`src/rtl/pipe_pkg.sv`:
```
// Shared definitions for the multi-pipe obstacle generator: game-state
// encodings, the LFSR feedback mask, default screen geometry and the gap
// height folding helper.
package pipe_pkg;

  typedef enum logic [1:0] {
    ST_READY = 2'd0,
    ST_PLAY  = 2'd1,
    ST_PAUSE = 2'd2,
    ST_OVER  = 2'd3
  } game_state_e;

  localparam logic [15:0] LFSR_MASK = 16'hB400;

  localparam int DEF_SCREEN_W  = 640;
  localparam int DEF_SCREEN_H  = 480;
  localparam int DEF_PIP_WIDTH = 100;
  localparam int DEF_GAP_MIN   = 100;

  // Folds a 9-bit random value into [0, range). One subtraction suffices
  // because 2*range exceeds the largest 9-bit value.
  function automatic logic [8:0] fold_gap(input logic [8:0] r, input logic [8:0] range);
    return (r >= range) ? (r - range) : r;
  endfunction

endpackage

```
`src/rtl/pipe_lfsr.sv`:
```
// 16-bit right-shifting Galois LFSR used as the gap-height random source.
// Only the low nine bits are exported since that is all the gap logic uses.
module pipe_lfsr
  import pipe_pkg::*;
#(
  parameter logic [15:0] SEED = 16'hACE1
) (
  input  logic       i_clk,
  input  logic       i_rst_n,
  input  logic       i_en,
  output logic [8:0] o_rnd
);

  logic [15:0] r_lfsr;

  // Shift right; when the outgoing bit is set, fold the tap mask back in.
  always_ff @(posedge i_clk or negedge i_rst_n) begin
    if (!i_rst_n) begin
      r_lfsr <= SEED;
    end else if (i_en) begin
      r_lfsr <= {1'b0, r_lfsr[15:1]} ^ (r_lfsr[0] ? LFSR_MASK : 16'h0000);
    end
  end

  assign o_rnd = r_lfsr[8:0];

endmodule

```
`src/rtl/multi_pipe_generator.sv`:
```
// Multi-obstacle generator: NUM_PIPES slots that scroll left by STEP per
// tick, spawn at SCREEN_W+PIP_WIDTH every SPACING pixels into the lowest
// free slot, and retire once they fall off the left edge.
// Optional feature macro: PIPE_SCORE_EN enables the bird-crossing score pulse;
// without it score_pulse is a constant 0.
module multi_pipe_generator
  import pipe_pkg::*;
#(
  parameter int          NUM_PIPES = 3,
  parameter int          PIP_WIDTH = DEF_PIP_WIDTH,
  parameter int          GAP_MIN   = DEF_GAP_MIN,
  parameter int          SCREEN_W  = DEF_SCREEN_W,
  parameter int          SCREEN_H  = DEF_SCREEN_H,
  parameter int          SPACING   = 260,
  parameter int          STEP      = 1,
  parameter int          BIRD_X    = 200,
  parameter logic [15:0] LFSR_SEED = 16'hACE1
) (
  input  logic                    clk_2ms,
  input  logic                    rst_n,
  input  logic [1:0]              state,
  output logic [10*NUM_PIPES-1:0] pip_X,
  output logic [9*NUM_PIPES-1:0]  pip_Y,
  output logic [NUM_PIPES-1:0]    pip_valid,
  output logic                    score_pulse
);

  localparam int             TICKS      = SPACING / STEP;
  localparam int             CW         = (TICKS > 1) ? $clog2(TICKS) : 1;
  localparam logic [CW-1:0]  CNT_RELOAD = CW'(TICKS - 1);
  localparam logic [9:0]     SPAWN_X    = 10'(SCREEN_W + PIP_WIDTH);
  localparam logic [9:0]     STEP_X     = 10'(STEP);
  localparam logic [8:0]     GAP_RANGE  = 9'(SCREEN_H - GAP_MIN);

  logic [8:0]           w_rnd;
  logic [8:0]           w_new_y;
  logic [NUM_PIPES-1:0] w_valid;
  logic [NUM_PIPES-1:0] w_free;
  logic [NUM_PIPES-1:0] w_sel;
  logic                 w_spawn_now;
  logic [CW-1:0]        r_spawn_cnt;

  // The random source runs in every state so the gap sequence keeps evolving.
  pipe_lfsr #(
    .SEED (LFSR_SEED)
  ) u_lfsr (
    .i_clk   (clk_2ms),
    .i_rst_n (rst_n),
    .i_en    (1'b1),
    .o_rnd   (w_rnd)
  );

  assign w_new_y = 9'(GAP_MIN) + fold_gap(w_rnd, GAP_RANGE);

  // Free-slot priority encoder: isolate the lowest clear valid bit. Uses the
  // valid vector from the start of the tick, so a slot retiring now waits.
  assign w_free      = ~w_valid;
  assign w_sel       = w_free & (~w_free + NUM_PIPES'(1));
  assign w_spawn_now = (state == ST_PLAY) && (r_spawn_cnt == '0) && (|w_free);

  // Spawn countdown: reload on spawn, hold at zero while all slots are busy.
  always_ff @(posedge clk_2ms or negedge rst_n) begin
    if (!rst_n) begin
      r_spawn_cnt <= '0;
    end else begin
      case (state)
        ST_READY: r_spawn_cnt <= '0;
        ST_PLAY: begin
          if (r_spawn_cnt == '0) begin
            if (|w_free) r_spawn_cnt <= CNT_RELOAD;
          end else begin
            r_spawn_cnt <= r_spawn_cnt - CW'(1);
          end
        end
        default: ;
      endcase
    end
  end

`ifdef PIPE_SCORE_EN
  localparam logic [9:0] BIRD_XV = 10'(BIRD_X);
  logic [NUM_PIPES-1:0] w_cross;
`endif

  genvar gi;
  generate
    for (gi = 0; gi < NUM_PIPES; gi++) begin : g_slot
      logic [9:0] r_x;
      logic [8:0] r_y;
      logic       r_v;
      logic       w_spawn;
      logic [9:0] w_x_moved;

      assign w_spawn   = w_spawn_now & w_sel[gi];
      assign w_x_moved = r_x - STEP_X;

      // Slot update: clear in READY, spawn/scroll/retire in PLAY, hold otherwise.
      always_ff @(posedge clk_2ms or negedge rst_n) begin
        if (!rst_n) begin
          r_x <= '0;
          r_y <= 9'(GAP_MIN);
          r_v <= 1'b0;
        end else begin
          case (state)
            ST_READY: begin
              r_x <= '0;
              r_v <= 1'b0;
            end
            ST_PLAY: begin
              if (w_spawn) begin
                r_x <= SPAWN_X;
                r_y <= w_new_y;
                r_v <= 1'b1;
              end else if (r_v) begin
                if (r_x < STEP_X) begin
                  r_x <= '0;
                  r_v <= 1'b0;
                end else begin
                  r_x <= w_x_moved;
                end
              end
            end
            default: ;
          endcase
        end
      end

`ifdef PIPE_SCORE_EN
      // A live pipe crosses the bird when it moves from right of BIRD_X to on/left of it.
      assign w_cross[gi] = r_v && (r_x > BIRD_XV) && (w_x_moved <= BIRD_XV);
`endif

      assign w_valid[gi]          = r_v;
      assign pip_X[10*gi +: 10]   = r_x;
      assign pip_Y[9*gi +: 9]     = r_y;
    end
  endgenerate

  assign pip_valid = w_valid;

`ifdef PIPE_SCORE_EN
  logic r_score;

  // One registered pulse per tick in which any slot crosses the bird column.
  always_ff @(posedge clk_2ms or negedge rst_n) begin
    if (!rst_n) begin
      r_score <= 1'b0;
    end else begin
      r_score <= (state == ST_PLAY) && (|w_cross);
    end
  end

  assign score_pulse = r_score;
`else
  // Scoring disabled: constant low, BIRD_X has no effect.
  assign score_pulse = 1'b0 & BIRD_X[0];
`endif

endmodule

```
`config.mk`:
```
export PLATFORM = sky130hd
export DESIGN_NAME = multi_pipe_generator
export DESIGN_NICKNAME = d
export VERILOG_FILES = /design/src/rtl/pipe_pkg.sv /design/src/rtl/pipe_lfsr.sv /design/src/rtl/multi_pipe_generator.sv
export SDC_FILE = /design/constraint.sdc
export NUM_CORES = 1
export LEC_CHECK = 0
export ABC_CLOCK_PERIOD_IN_PS = 3500
export CORE_MARGIN = 1
export CORE_UTILIZATION = 40
export CTS_CLUSTER_SIZE = 12
export DETAILED_ROUTE_END_ITERATION = 10
export PLACE_DENSITY_LB_ADDON = 0.2
export SYNTH_ARGS = -nofsm -noshare
export SYNTH_HDL_FRONTEND = slang
export SYNTH_HIERARCHICAL = 1
export SYNTH_SLANG_ARGS = --single-unit
```
`constraint.sdc`:
```
create_clock -name clk_2ms -period 3.5 [get_ports clk_2ms]
set_input_delay 0.7 -clock clk_2ms [delete_from_list [all_inputs] [get_ports clk_2ms]]
set_output_delay 0.7 -clock clk_2ms [all_outputs]
set_load 0.05 [all_outputs]
```
==> impl_metrics.toml <==
[status]
outcome = "complete, no violations"

[sta]
hold_viol = 0
drv_slew = 0
clock_skew_ns = 0.0109
fmax_mhz = 354
slew-limit-headroom_pct = 54.5
worst_pin_slew_ns = 0.682
rsz0062_at_grt = "false"
post-route-period-util_pct = 80.6
period_needed_ns = 2.82
setup-tns-final_ns = 0
setup_viol_count_final = 0

[cts]
cts_setup_buffers = 0
cts_root_buffer = "clkbuf_8"
path_clk_slew_ns = 0.09
ctsLongestPathBuffers = 2
cts_max_level = 3
cts_tree = "built"
clock_latency_ns = 0.35
clkSinkCount = 85
numCtsBuffers = 9
cts_resized = 0
cts_hold_buf = 0

[worst_setup_path]
cp-end-kind = "flip-flop"
setup.worst_path.start_class = "flip-flop"
regToRegEndpoint = "g_slot[2].r_y[3]"
cp.arrival_ns = 3.06
crit_fanout = 10
r2r-start = "r_spawn_cnt[0]"
worstSetupPathType = "flip-flop to flip-flop"
critical_path_required_ns = 3.73
r2r_cells = 7
r2r_slack_ns = 0.68

[power_and_ir_drop]
ir_worst_vdd_mv = 0.488
seq_power_share_pct = 37.0
net-switching-power_w = 0.00198
cellPowerDensity_nw_per_um2 = 839
sw_frac_of_total_pct = 44.2
combinationalPowerShare_pct = 45.8
clkPwrFrac_pct = 17.1
p_leak_nw = 2.29
intPower_w = 0.00250

[synth]
postSynthAreaPerCell_um2 = 9.54
synth_flop_cell = "dfrtp_1"
syn_nets = 476
ys_seq_area_share_pct = 48.3
synth-seq-cells = 85
syn_area_um2 = 4440
synth.area.top_cells = "dfrtp_1 (38%), dfstp_2 (10%), nand2_1 (5.7%)"
ys_warn_count = 6
async_flop_share_pct = 100
yosysTopAreaCell = "dfrtp_1"
synth_cell_types = 61
syn_inst = 466
synth_edf_count = 0
synth_top_area_share_pct = 38.3

[cells_and_area]
n_fill_cell = 1020
stdcell_count = 666
seq_area_um2 = 2150
multi_input_area_um2 = 2050
num_antenna_cells = 0
utilization_pct = 49.3
final_cell_mix = "nand2_1 (68), dfrtp_1 (68), clkdlybuf4s50_1 (62)"
drive_gt1_share_pct = 13.7
nNetsFinal = 531
synthToLayoutAreaGrowth_pct = 20.3

[routing]
dr.pass1.iters = 6
via_count = 3577
drt_wl_total_mm = 10.2
wl_per_cell_um = 15.3
drt_iter0_markers = 228
drc = 0
ant_nets = 0
via_per_inst = 5.37

[floorplanning]
die_height_um = 107
dieArea_um2 = 11500
die_width_um = 107
initial_utilization_pct = 41.0
ios = 65
row_count = 38
core_region_area_um2 = 10800

[global_route]
grt_pass1_vias = 3451
grt_pass1_wl_mm = 17.2
track_usage_pct = 19.0
grt_max_degree = 46
antenna_found_initial = 0
overflow = 0

[run]
drv_cap = 0

[worst_hold_path]
min_path_type = "input port to async pin"

[place]
place_congestion = 0.840
dp_cells = 650
port_buffers = 63
hpwl_mm = 7.27
==> power groups by stage <==
stage	sequential, W	combinational [W]	clock, W
3_5_place_dp	0.00167	0.00205	0
2_1_floorplan	0.00198	0.00119	0
3_3_place_gp	0.00166	0.00204	0
4_1_cts	0.00166	0.00206	0.000796
6_report	0.00166	0.00205	0.000768
5_1_grt	0.00171	0.00225	0.000833
==> worst max-delay path: stages (launching register included) <==
cell and delay (ns):
dfrtp_1 0.38, inv_1 0.11, ha_1 0.26, or4b_4 0.55
nor4_4 0.44, nand4_1 0.37, buf_4 0.32, mux2_2 0.27
==> cells by family (layout without fill, tap and decap cells) <==
family | after synthesis | in the layout | share of synthesized area, %
AND/OR/NAND/NOR | 187 | 187 | 20.8
AO/OA/AOI/OAI | 114 | 114 | 16.4
flip-flops | 85 | 85 | 48.3
buffers and inverters | 43 | 103 | 5.43
multiplexers | 19 | 19 | 5.12
XOR/XNOR | 10 | 10 | 1.97
adder cells (fa/ha/maj) | 6 | 6 | 1.69
other | 2 | 2 | 0.169
==> worst max-delay path by stage <==
stage                                 from                to  slack, ns  cells past startpoint
final                       r_spawn_cnt[0]  g_slot[2].r_y[3]       0.68                      7
after global placement            state[0]  g_slot[1].r_x[7]       0.63                      8
after floorplan           g_slot[2].r_x[0]  g_slot[2].r_x[7]       0.90                      9
after CTS                   r_spawn_cnt[0]  g_slot[2].r_y[0]       0.69                      7
after detailed placement          state[0]  g_slot[1].r_x[7]       0.56                      8
after global routing      u_lfsr/r_lfsr[2]  g_slot[0].r_y[8]       0.42                      9
==> through the flow <==
stage / setup WS (ns) / power, W / hold WS (ns) / instance area, um2
2_1_floorplan: 0.898 / 0.00317 / 0.404 / 4440
3_3_place_gp: 0.634 / 0.00370 / 0.464 / 5120
3_5_place_dp: 0.560 / 0.00373 / 0.465 / 5120
4_1_cts: 0.693 / 0.00452 / 0.351 / 5350
5_1_grt: 0.424 / 0.00479 / 0.372 / 5350
6_report: 0.679 / 0.00448 / 0.336 / 5350
==> state kept, by name (all words and copies together), names as in the netlist <==
| signal | cells |
|---|---|
| r_spawn_cnt | 9 |
| g_slot.r_v | 3 |
| u_lfsr/r_lfsr | 16 |
| g_slot.r_y | 27 |
| g_slot.r_x | 30 |
==> cells in the mapped netlist (3+ instances only) <==
cell type / number
nand3_1: 15
a21oi_1: 15
nor3b_1: 4
xnor2_1: 7
mux2_2: 14
clkbuf_1: 10
nor2_1: 36
a31oi_1: 7
and2_1: 3
ha_1: 6
and3_1: 4
nand4_1: 4
xor2_1: 3
dfstp_2: 17
nor4_1: 5
o31ai_1: 8
dfrtp_1: 68
o21ai_0: 49
a21o_1: 3
or4_1: 5
nor3_1: 14
o21ai_1: 3
nor2b_1: 5
nand2b_1: 7
a22o_1: 3
o211ai_1: 3
nand2_1: 68
o21a_1: 3
buf_4: 13
or3_1: 6
mux2_4: 4
inv_1: 17
==> cell type report <==
class                      instances  area share [%]
clock buffer                       9            2.32
tap                              140            3.28
clock inverter                     7            1.85
timing repair buffer              70            12.7
multi-input combinational        338            38.4
inverter                          17            1.19
sequential                        85            40.2
==> metal layers <==
metal  global-route usage (%)  up-vias  routed length, um  part of all wire (%)
met1                     25.4     1732               4740                    46
met5                        0        -                  0                     0
met3                     4.54        8                393                   3.9
met4                     4.40        0                101                  0.99
met2                     31.3       85               4960                    49
li1                         -     1752                  -                     -
(Power assumes the default switching activity.)
